### src/rtl/nasti_lite_reg_slave.sv
// NASTI-Lite slave register bank: independent AW/W holds commit into NUM_REGS
// registers; reads are served one per cycle from the pre-commit register state.
module nasti_lite_reg_slave #(
    parameter int unsigned ID_WIDTH   = 1,
    parameter int unsigned ADDR_WIDTH = 8,
    parameter int unsigned DATA_WIDTH = 32,
    parameter int unsigned USER_WIDTH = 1,
    parameter int unsigned NUM_REGS   = 16
) (
    input  logic                           clk,
    input  logic                           rstn,
    input  logic [ID_WIDTH-1:0]            aw_id,
    input  logic [ADDR_WIDTH-1:0]          aw_addr,
    input  logic [2:0]                     aw_prot,
    input  logic [3:0]                     aw_qos,
    input  logic [3:0]                     aw_region,
    input  logic [USER_WIDTH-1:0]          aw_user,
    input  logic                           aw_valid,
    output logic                           aw_ready,
    input  logic [DATA_WIDTH-1:0]          w_data,
    input  logic [DATA_WIDTH/8-1:0]        w_strb,
    input  logic [USER_WIDTH-1:0]          w_user,
    input  logic                           w_valid,
    output logic                           w_ready,
    output logic [ID_WIDTH-1:0]            b_id,
    output logic [1:0]                     b_resp,
    output logic [USER_WIDTH-1:0]          b_user,
    output logic                           b_valid,
    input  logic                           b_ready,
    input  logic [ID_WIDTH-1:0]            ar_id,
    input  logic [ADDR_WIDTH-1:0]          ar_addr,
    input  logic [2:0]                     ar_prot,
    input  logic [3:0]                     ar_qos,
    input  logic [3:0]                     ar_region,
    input  logic [USER_WIDTH-1:0]          ar_user,
    input  logic                           ar_valid,
    output logic                           ar_ready,
    output logic [ID_WIDTH-1:0]            r_id,
    output logic [DATA_WIDTH-1:0]          r_data,
    output logic [1:0]                     r_resp,
    output logic [USER_WIDTH-1:0]          r_user,
    output logic                           r_valid,
    input  logic                           r_ready,
    output logic [NUM_REGS*DATA_WIDTH-1:0] reg_o,
    output logic [NUM_REGS-1:0]            wr_pulse_o
);

    localparam int unsigned STRB_W = DATA_WIDTH / 8;
    localparam int unsigned OFFS_W = $clog2(STRB_W);
    localparam int unsigned IDX_W  = ADDR_WIDTH - OFFS_W;
    localparam logic [1:0]  RESP_OKAY   = 2'b00;
    localparam logic [1:0]  RESP_DECERR = 2'b11;

    logic                  aw_held_q, aw_held_d;
    logic [ID_WIDTH-1:0]   aw_id_q,   aw_id_d;
    logic [IDX_W-1:0]      aw_idx_q,  aw_idx_d;
    logic                  w_held_q,  w_held_d;
    logic [DATA_WIDTH-1:0] w_data_q,  w_data_d;
    logic [STRB_W-1:0]     w_strb_q,  w_strb_d;
    logic                  b_valid_q, b_valid_d;
    logic [ID_WIDTH-1:0]   b_id_q,    b_id_d;
    logic [1:0]            b_resp_q,  b_resp_d;
    logic                  r_valid_q, r_valid_d;
    logic [ID_WIDTH-1:0]   r_id_q,    r_id_d;
    logic [DATA_WIDTH-1:0] r_data_q,  r_data_d;
    logic [1:0]            r_resp_q,  r_resp_d;
    logic [NUM_REGS-1:0]   pulse_q,   pulse_d;
    logic [DATA_WIDTH-1:0] regs_q [NUM_REGS];
    logic [DATA_WIDTH-1:0] regs_d [NUM_REGS];

    logic             commit;
    logic             ar_hs;
    logic [IDX_W-1:0] ar_idx;

    // Sideband fields and byte-offset address bits carry no meaning here.
    logic unused_inputs;
    assign unused_inputs = ^{aw_prot, aw_qos, aw_region, aw_user, w_user,
                             ar_prot, ar_qos, ar_region, ar_user,
                             aw_addr[OFFS_W-1:0], ar_addr[OFFS_W-1:0]};

    assign aw_ready   = ~aw_held_q;
    assign w_ready    = ~w_held_q;
    assign ar_ready   = ~r_valid_q | r_ready;
    assign commit     = aw_held_q & w_held_q & (~b_valid_q | b_ready);
    assign ar_hs      = ar_valid & ar_ready;
    assign ar_idx     = ar_addr[ADDR_WIDTH-1:OFFS_W];

    assign b_valid    = b_valid_q;
    assign b_id       = b_id_q;
    assign b_resp     = b_resp_q;
    assign b_user     = '0;
    assign r_valid    = r_valid_q;
    assign r_id       = r_id_q;
    assign r_data     = r_data_q;
    assign r_resp     = r_resp_q;
    assign r_user     = '0;
    assign wr_pulse_o = pulse_q;

    for (genvar g = 0; g < NUM_REGS; g++) begin : g_flat
        assign reg_o[g*DATA_WIDTH +: DATA_WIDTH] = regs_q[g];
    end

    // Write path: independent AW/W holds, commit when both present and B slot free.
    always_comb begin
        aw_held_d = aw_held_q;
        aw_id_d   = aw_id_q;
        aw_idx_d  = aw_idx_q;
        w_held_d  = w_held_q;
        w_data_d  = w_data_q;
        w_strb_d  = w_strb_q;
        b_valid_d = b_valid_q;
        b_id_d    = b_id_q;
        b_resp_d  = b_resp_q;
        pulse_d   = '0;
        regs_d    = regs_q;

        if (b_valid_q && b_ready) begin
            b_valid_d = 1'b0;
        end
        if (aw_valid && !aw_held_q) begin
            aw_held_d = 1'b1;
            aw_id_d   = aw_id;
            aw_idx_d  = aw_addr[ADDR_WIDTH-1:OFFS_W];
        end
        if (w_valid && !w_held_q) begin
            w_held_d = 1'b1;
            w_data_d = w_data;
            w_strb_d = w_strb;
        end
        if (commit) begin
            aw_held_d = 1'b0;
            w_held_d  = 1'b0;
            b_valid_d = 1'b1;
            b_id_d    = aw_id_q;
            b_resp_d  = RESP_DECERR;
            for (int unsigned k = 0; k < NUM_REGS; k++) begin
                if (aw_idx_q == IDX_W'(k)) begin
                    b_resp_d   = RESP_OKAY;
                    pulse_d[k] = 1'b1;
                    for (int unsigned b = 0; b < STRB_W; b++) begin
                        if (w_strb_q[b]) begin
                            regs_d[k][b*8 +: 8] = w_data_q[b*8 +: 8];
                        end
                    end
                end
            end
        end
    end

    // Read path: sample the registers as they stand before this edge's commit.
    always_comb begin
        r_valid_d = r_valid_q;
        r_id_d    = r_id_q;
        r_data_d  = r_data_q;
        r_resp_d  = r_resp_q;

        if (r_valid_q && r_ready) begin
            r_valid_d = 1'b0;
        end
        if (ar_hs) begin
            r_valid_d = 1'b1;
            r_id_d    = ar_id;
            r_data_d  = '0;
            r_resp_d  = RESP_DECERR;
            for (int unsigned k = 0; k < NUM_REGS; k++) begin
                if (ar_idx == IDX_W'(k)) begin
                    r_data_d = regs_q[k];
                    r_resp_d = RESP_OKAY;
                end
            end
        end
    end

    always_ff @(posedge clk or negedge rstn) begin
        if (!rstn) begin
            aw_held_q <= 1'b0;
            aw_id_q   <= '0;
            aw_idx_q  <= '0;
            w_held_q  <= 1'b0;
            w_data_q  <= '0;
            w_strb_q  <= '0;
            b_valid_q <= 1'b0;
            b_id_q    <= '0;
            b_resp_q  <= '0;
            r_valid_q <= 1'b0;
            r_id_q    <= '0;
            r_data_q  <= '0;
            r_resp_q  <= '0;
            pulse_q   <= '0;
            for (int unsigned k = 0; k < NUM_REGS; k++) begin
                regs_q[k] <= '0;
            end
        end else begin
            aw_held_q <= aw_held_d;
            aw_id_q   <= aw_id_d;
            aw_idx_q  <= aw_idx_d;
            w_held_q  <= w_held_d;
            w_data_q  <= w_data_d;
            w_strb_q  <= w_strb_d;
            b_valid_q <= b_valid_d;
            b_id_q    <= b_id_d;
            b_resp_q  <= b_resp_d;
            r_valid_q <= r_valid_d;
            r_id_q    <= r_id_d;
            r_data_q  <= r_data_d;
            r_resp_q  <= r_resp_d;
            pulse_q   <= pulse_d;
            for (int unsigned k = 0; k < NUM_REGS; k++) begin
                regs_q[k] <= regs_d[k];
            end
        end
    end

endmodule

### config.mk
export PLATFORM = sky130hd
export DESIGN_NAME = nasti_lite_reg_slave
export DESIGN_NICKNAME = d
export VERILOG_FILES = /design/src/rtl/nasti_lite_reg_slave.sv
export SDC_FILE = /design/constraint.sdc
export NUM_CORES = 1
export LEC_CHECK = 0
export ABC_AREA = 1
export CELL_PAD_IN_SITES_DETAIL_PLACEMENT = 0
export CELL_PAD_IN_SITES_GLOBAL_PLACEMENT = 1
export CORE_UTILIZATION = 27
export DETAILED_ROUTE_END_ITERATION = 8
export HOLD_SLACK_MARGIN = 0.15
export MAX_ROUTING_LAYER = met4
export PLACE_DENSITY = 0.61
export SETUP_SLACK_MARGIN = 0.1
export SKIP_LAST_GASP = 1
export SLEW_MARGIN = 15
export SYNTH_ARGS = -nofsm -noshare
export SYNTH_HDL_FRONTEND = slang
export SYNTH_SLANG_ARGS = --single-unit
### constraint.sdc
create_clock -name clk -period 4.7 [get_ports clk]
set_clock_uncertainty 0.2 [all_clocks]
set_input_delay 0.47 -clock clk [delete_from_list [all_inputs] [get_ports clk]]
set_output_delay 0.47 -clock clk [all_outputs]
set_load 0.03 [all_outputs]
==> results.sh, run 1 <==
export IMPL_grt_first_pass_wirelength_microns=182000
export IMPL_critPathArrivalTime_ps=3600
export IMPL_crit_path_max_fanout=9
export IMPL_detail_route_wirelength_microns=131000
export IMPL_critPathRequiredTime_ps=5000
export IMPL_outcome="complete, no violations"
export IMPL_number_of_antenna_violations_at_the_first_check_in_global_routing=7
export IMPL_detailedRoute_firstIterationViolations=2002
export IMPL_cts_repair_resize_count=0
export IMPL_largest_net_degree_at_the_start_of_global_routing=108
export IMPL_gpl_final_weighted_congestion=0.855
export IMPL_worst_setup_path_type="in2reg"
export IMPL_avgRoutedWirePerCell_microns=26.2
export IMPL_initial_utilization_pct=27.4
export IMPL_num_rows=113
export IMPL_number_of_synthesis_warnings=0
export IMPL_synth_cell_area_sq_mm=0.0261
export IMPL_report_final_slew_viol_count=0
export IMPL_floorplan_die_width_microns=313
export IMPL_final_nets=3767
export IMPL_tightestPinTransition_ps=981
export IMPL_cts_tree="done"
export IMPL_clkLatencyLatePin_ps=620
export IMPL_via_per_inst=4.81
export IMPL_final_cell_area_sq_mm=0.0364
export IMPL_worstSetupStartpointType="input pin"
export IMPL_timing_max_slew_rel_slack_pct=34.4
export IMPL_post_route_min_period_ps=3300
export IMPL_clock_path_buffers=3
export IMPL_tcrit_tclk_final_pct=70.1
export IMPL_core_area_sq_mm=0.0954
export IMPL_synth_top_cell_area_share_pct=58.5
export IMPL_multi_input_area_sq_mm=0.00959
export IMPL_fillers=9866
export IMPL_dp_final_hpwl_microns=97000
export IMPL_placed_cells_incl_taps=4868
export IMPL_clock_sinks=611
export IMPL_vdd_ir_drop_worst_uv=312
export IMPL_netlist_top_cell_by_area="sky130_fd_sc_hd__dfrtp_1"
export IMPL_fp_dieArea_sq_mm=0.0980
export IMPL_track_usage_pct=27.1
export IMPL_cts_hold_buffers=1
export IMPL_buffer_ports_inserted=627
export IMPL_synthToLayoutAreaGrowth_pct=39.3
export IMPL_drcViolationCount=0
export IMPL_max_cap_violations=0
export IMPL_final_setup_tns_ps=0
export IMPL_post_synth_num_cell_types=33
export IMPL_seq_area_frac_synth_pct=58.5
export IMPL_total_leakage_power_nw=16.2
export IMPL_post_route_cells_drive_above_1_share_pct=6.65
export IMPL_total_power_density_per_cell_area_mw_per_mm2=594
export IMPL_ctsHtreeMaxLevel=3
export IMPL_drt_pass1_iter_count=6
export IMPL_regArea_sq_mm=0.0153
export IMPL_detailroute_via_count=24000
export IMPL_clock_root_buffer="sky130_fd_sc_hd__clkbuf_16"
export IMPL_globalRouteOverflowTotal=0
export IMPL_post_synth_inst_count=3074
export IMPL_numCtsBuffers=75
export IMPL_worst_setup_hold_path_clk_slew_ps=50
export IMPL_post_cts_setup_buffers=0
export IMPL_report_final_hold_viol_count=0
export IMPL_placed_cell_area_sq_mm=0.0340
export IMPL_setup_viols_final=0
export IMPL_final_antenna_net_count=0
export IMPL_synth_area_leaders="sky130_fd_sc_hd__dfrtp_1 59%, sky130_fd_sc_hd__nand2_1 16%, sky130_fd_sc_hd__o21ai_0 10%"
export IMPL_timing_hold_worst_class="in2reg"
export IMPL_chipHeight_microns=313
export IMPL_achievable_frequency_mhz=303
export IMPL_synthesis_area_per_instance_sq_um=8.50
export IMPL_ys_seq_elements=611
export IMPL_number_of_standard_cells_in_the_layout_taps_in_and_fillers_out=5000
export IMPL_floorplan_io_pins=659
export IMPL_rsz0062_at_grt="false"
export IMPL_worst_setup_path_end_kind="register"
export IMPL_grt_pass1_vias=23100
[cells in the final DEF (no fill, tap or decap), types with 3 or more instances in the layout]
cell type,Yosys,layout
sky130_fd_sc_hd__a211oi_1,4,4
sky130_fd_sc_hd__a21oi_1,96,95
sky130_fd_sc_hd__a221oi_1,17,17
sky130_fd_sc_hd__buf_12,0,7
sky130_fd_sc_hd__buf_4,11,65
sky130_fd_sc_hd__clkbuf_1,122,20
sky130_fd_sc_hd__clkbuf_16,0,81
sky130_fd_sc_hd__clkbuf_8,0,18
sky130_fd_sc_hd__clkdlybuf4s50_1,0,626
sky130_fd_sc_hd__clkinv_2,0,5
sky130_fd_sc_hd__dfrtp_1,611,611
sky130_fd_sc_hd__diode_2,0,3
sky130_fd_sc_hd__inv_1,142,142
sky130_fd_sc_hd__inv_2,11,11
sky130_fd_sc_hd__mux2i_1,12,12
sky130_fd_sc_hd__nand2_1,1088,1086
sky130_fd_sc_hd__nand2_2,2,3
sky130_fd_sc_hd__nand3_1,57,57
sky130_fd_sc_hd__nand3_2,7,7
sky130_fd_sc_hd__nand4_1,50,50
sky130_fd_sc_hd__nor2_1,185,180
sky130_fd_sc_hd__nor2_2,6,5
sky130_fd_sc_hd__nor2_4,5,11
sky130_fd_sc_hd__nor3_1,9,9
sky130_fd_sc_hd__nor3_2,3,3
sky130_fd_sc_hd__nor3b_1,7,7
sky130_fd_sc_hd__o21ai_0,544,544
sky130_fd_sc_hd__o21ai_1,10,10
sky130_fd_sc_hd__o221a_2,11,11
sky130_fd_sc_hd__or2_0,3,3
sky130_fd_sc_hd__or2_1,7,7
sky130_fd_sc_hd__or2_2,11,11
[kinds of logic (layout without fill, tap and decap cells)]
logic type	count (synthesis)	count (layout)	synth area share (%)
AND/OR/NAND/NOR	1442	1442	22.3
AO/OA/AOI/OAI	682	682	13.6
flip-flops	611	611	58.5
buffers and inverters	324	981	5.00
multiplexers	14	14	0.546
other	1	5	0.0144
[layer usage]
metal / routed length [microns] / up-vias / track usage, %
met2: 61500 / 836 / 42.5
met3: 9750 / 166 / 6.91
met5: 0 / - / -
li1: - / 11200 / -
met1: 55600 / 11800 / 34.1
met4: 4160 / 0 / 8.45
[flip-flops by register name, summed over array words and instances (netlist names), 4 cells and up]
name	count
aw_idx_q	6
r_data	32
reg_o	512
w_data_q	32
w_strb_q	4
wr_pulse_o	16
[synthesized netlist by cell type (all sizes together)]
library cell and instances:
a211oi 4, a21oi 96, a221oi 17, buf 49, clkbuf 122, conb 1, dfrtp 611, inv 153
mux2 2, mux2i 12, nand2 1090, nand3 64, nand3b 1, nand4 51, nor2 196, nor3 12
nor3b 7, o21ai 554, o221a 11, or2 21
[area by class of cell]
cell class / count / share of cell area (%)
inverters: 153 / 1.58
diodes: 3 / 0.0206
flip-flops and latches: 611 / 42.0
clock buffers: 119 / 6.46
multi-input cells: 2140 / 26.4
repair buffers: 700 / 19.0
well taps: 1265 / 4.35
clock inverters: 9 / 0.217
[worst max-delay path, cell delays in order]
cell                              delay [ps]
sky130_fd_sc_hd__clkdlybuf4s50_1         530
sky130_fd_sc_hd__nor2_4                  100
sky130_fd_sc_hd__buf_4                   190
sky130_fd_sc_hd__nand4_1                 330
sky130_fd_sc_hd__nand2_1                 570
sky130_fd_sc_hd__a211oi_1                760
sky130_fd_sc_hd__nand4_1                 200
sky130_fd_sc_hd__nand2_1                 200
sky130_fd_sc_hd__nand4_1                 120
sky130_fd_sc_hd__nand2_1                  80
sky130_fd_sc_hd__nand2_1                  50
[final timing paths]
path                            slack (ps)                     end  cells past startpoint                     from
worst max-delay path                  1400   r_data[0]$_DFFE_PN0P_                     11               ar_addr[6]
worst min-delay path                   200        r_id$_DFFE_PN0P_                      3                    ar_id
worst max register to register        1590  reg_o[384]$_DFFE_PN0P_                      5  aw_idx_q[5]$_DFFE_PN0P_
worst min register to register         280   r_data[6]$_DFFE_PN0P_                      2    r_data[6]$_DFFE_PN0P_
max in group asynchronous             2860  reg_o[421]$_DFFE_PN0P_                      3                     rstn
min in group asynchronous              290        r_id$_DFFE_PN0P_                      2                     rstn
[power by group]
part,internal (W),switching [W]
combinational,0.00263,0.00535
clock,0.00346,0.00235
sequential,0.00661,0.00124
[through the flow]
stage	util (%)	total power (W)	worst slack (ps)	hold WS, ps
6_report	38.1	0.0216	1400	202
3_5_place_dp	35.6	0.0160	883	265
5_1_grt	38.1	0.0226	1270	201
2_1_floorplan	-	0.0116	2600	-25.6
4_1_cts	38.1	0.0219	1540	164
3_3_place_gp	35.6	0.0159	874	263
Note: power is estimated with default switching activity, not from simulation.
==> inputs of run 2 (changes only) <==
--- a/config.mk
+++ b/config.mk
@@ -12,7 +12,7 @@
 export DETAILED_ROUTE_END_ITERATION = 8
 export HOLD_SLACK_MARGIN = 0.15
 export MAX_ROUTING_LAYER = met4
-export PLACE_DENSITY = 0.61
+export PLACE_DENSITY = 0.63
 export SETUP_SLACK_MARGIN = 0.1
 export SKIP_LAST_GASP = 1
 export SLEW_MARGIN = 15
==> constraint.sdc (replaced) <==
create_clock -name clk -period 3 [get_ports clk]
set_clock_uncertainty 0.2 [all_clocks]
set_input_delay 0.3 -clock clk [delete_from_list [all_inputs] [get_ports clk]]
set_output_delay 0.3 -clock clk [all_outputs]
set_load 0.03 [all_outputs]
==> run 2 against run 1 <==
- sequential power increased by 57%
- power increased by 56%
- sequential share of layout area decreased by 1.7 points
- highest routed layer unchanged
- global-route usage increased by 0.10 points
- register-to-register slack got worse by 1100 ps
- non-clock buffer count increased by 164
- largest power group unchanged
- routed wire length decreased by 0.18%
- hold slack got worse by 34 ps
==> results.sh, run 2 (synthesized netlist as in run 1, its figures left out) <==
export IMPL_met3_usage_pct=5.95
export IMPL_layout_common_cells="1085 x sky130_fd_sc_hd__nand2_1, 626 x sky130_fd_sc_hd__clkdlybuf4s50_1, 611 x sky130_fd_sc_hd__dfrtp_1"
export IMPL_grt_first_pass_wirelength_microns=185000
export IMPL_report_final_slew_viol_count=0
export IMPL_setup_viols_final=0
export IMPL_post_route_cells_drive_above_1_share_pct=9.53
export IMPL_achievable_frequency_mhz=372
export IMPL_holdPathEnd="w_data_q[19]$_DFFE_PN0P_"
export IMPL_timing_hold_worst_class="in2reg"
export IMPL_core_area_sq_mm=0.0954
export IMPL_report_final_hold_viol_count=0
export IMPL_worstSetupStartpointType="input pin"
export IMPL_crit_path_max_fanout=16
export IMPL_tightestPinTransition_ps=849
export IMPL_avgRoutedWirePerCell_microns=25.4
export IMPL_tcrit_tclk_final_pct=89.7
export IMPL_clkLatencyLatePin_ps=620
export IMPL_clock_sinks=611
export IMPL_floorplan_io_pins=659
export IMPL_worst_setup_hold_path_clk_slew_ps=60
export IMPL_synthToLayoutAreaGrowth_pct=45.3
export IMPL_vdd_ir_drop_worst_uv=503
export IMPL_via_per_inst=4.79
export IMPL_detailroute_via_count=24700
export IMPL_fillers=9741
export IMPL_met2_usage_pct=43.6
export IMPL_buffer_ports_inserted=627
export IMPL_timing_reg2reg_setup_slack_ps=460
export IMPL_regArea_sq_mm=0.0153
export IMPL_critPathRequiredTime_ps=3310
export IMPL_worst_setup_path_end_kind="register"
export IMPL_grt_pass1_vias=23900
export IMPL_worst_setup_path_type="in2reg"
export IMPL_post_route_min_period_ps=2690
export IMPL_globalRouteOverflowTotal=0
export IMPL_multi_input_area_sq_mm=0.00959
export IMPL_r2r_cells=7
export IMPL_total_leakage_power_nw=17.1
export IMPL_max_cap_violations=0
export IMPL_number_of_antenna_violations_at_the_first_check_in_global_routing=2
export IMPL_final_antenna_net_count=0
export IMPL_chipHeight_microns=313
export IMPL_fp_dieArea_sq_mm=0.0980
export IMPL_largest_net_degree_at_the_start_of_global_routing=77
export IMPL_outcome="complete, no violations"
export IMPL_holdPathStages=3
export IMPL_number_of_standard_cells_in_the_layout_taps_in_and_fillers_out=5158
export IMPL_fin_util_pct=39.8
export IMPL_worstPathCellList="dlygate4sd3_1 -> clkdlybuf4s50_1 -> inv_1 -> nand2_1 -> nand3_2 -> buf_4 -> nor3_2 -> buf_4 -> nand2_1 -> o21ai_0"
export IMPL_dp_final_hpwl_microns=98500
export IMPL_drcViolationCount=0
export IMPL_critical_path_reg2reg_startpoint="aw_idx_q[5]$_DFFE_PN0P_"
export IMPL_max_stage_delay_ps=520
export IMPL_timing_max_slew_rel_slack_pct=43.3
export IMPL_numCtsBuffers=72
export IMPL_flip_flop_count_of_the_largest_register_after_layout=512
export IMPL_critPathSlowestCell="sky130_fd_sc_hd__dlygate4sd3_1"
export IMPL_drt_pass1_iter_count=5
export IMPL_critPathArrivalTime_ps=3000
export IMPL_detailedRoute_firstIterationViolations=1909
export IMPL_initial_utilization_pct=27.4
export IMPL_r2r_end="reg_o[4]$_DFFE_PN0P_"
export IMPL_final_common_cell="sky130_fd_sc_hd__nand2_1"
export IMPL_floorplan_die_width_microns=313
export IMPL_num_rows=113
export IMPL_cts_tree="done"
export IMPL_hold_path_startpoint="w_data[19]"
export IMPL_ctsHtreeMaxLevel=3
export IMPL_detail_route_wirelength_microns=131000
export IMPL_total_power_density_per_cell_area_mw_per_mm2=891
export IMPL_gr_usage_met1_pct=34.5
export IMPL_placed_cells_incl_taps=4990
export IMPL_final_nets=3928
export IMPL_clock_path_buffers=3
export IMPL_rsz0062_at_grt="false"
export IMPL_track_usage_pct=27.2
export IMPL_grt_busiest_layer="met2"
export IMPL_clock_root_buffer="sky130_fd_sc_hd__clkbuf_16"
export IMPL_gpl_final_weighted_congestion=0.868
[run 2: worst max path at each step]
| stage | from | to | slack [ps] | cells past startpoint |
|---|---|---|---|---|
| final | b_ready | reg_o[420]$_DFFE_PN0P_ | 310 | 10 |
| after global routing | b_ready | reg_o[309]$_DFFE_PN0P_ | 110 | 10 |
| after CTS | b_ready | reg_o[406]$_DFFE_PN0P_ | 310 | 10 |
| after detailed placement | ar_addr[3] | r_data[0]$_DFFE_PN0P_ | -170 | 13 |
| after global placement | ar_addr[3] | r_data[0]$_DFFE_PN0P_ | -140 | 13 |
| after floorplan | b_valid$_DFFE_PN0P_ | reg_o[277]$_DFFE_PN0P_ | 960 | 8 |
[run 2: cell type report]
class | count | area share [%]
Clock buffer | 108 | 5.74
Antenna cell | 2 | 0.0132
Clock inverter | 15 | 0.369
Timing Repair Buffer | 864 | 22.7
Inverter | 153 | 1.51
Sequential cell | 611 | 40.3
Tap cell | 1265 | 4.17
Multi-Input combinational cell | 2140 | 25.3
[run 2: through the flow]
| step | setup WS, ps | setup TNS (ps) | instance area [sq um] | power [W] | hold WS, ps |
|---|---|---|---|---|---|
| floorplan | 963 | 0 | 26100 | 0.0182 | -196 |
| global placement | -136 | -413 | 35200 | 0.0251 | 97.7 |
| detailed placement | -166 | -615 | 35200 | 0.0252 | 95.5 |
| CTS | 312 | 0 | 38000 | 0.0341 | 159 |
| global route | 109 | 0 | 38000 | 0.0354 | 171 |
| finish | 309 | 0 | 38000 | 0.0338 | 168 |
[run 2: layer usage]
layer  up-vias  wire [microns]
met3       158            8760
li1      11600               -
met5         -               0
met1     12200           56200
met4         0            3410
met2       820           62400
[run 2: worst max-delay path: cells and delay by family]
family	cells	cell delay, ps
simple gates	4	860
compound gates	1	360
buf+inv	5	1480
[run 2: timing repair]
item | 4_1_cts | 5_1_grt
endpoints found under the setup margin | 0 | 3
resized for setup | 0 | 1
hold buffers | 43 | 0
setup buffers | 0 | 0
endpoints found under the hold margin | 467 | 0
[run 2: power by group]
group / switching [W] / internal, W / total (W)
Sequential: 0.00199 / 0.0103 / 0.0123
Combinational: 0.00838 / 0.00427 / 0.0127
Clock: 0.00365 / 0.00518 / 0.00882
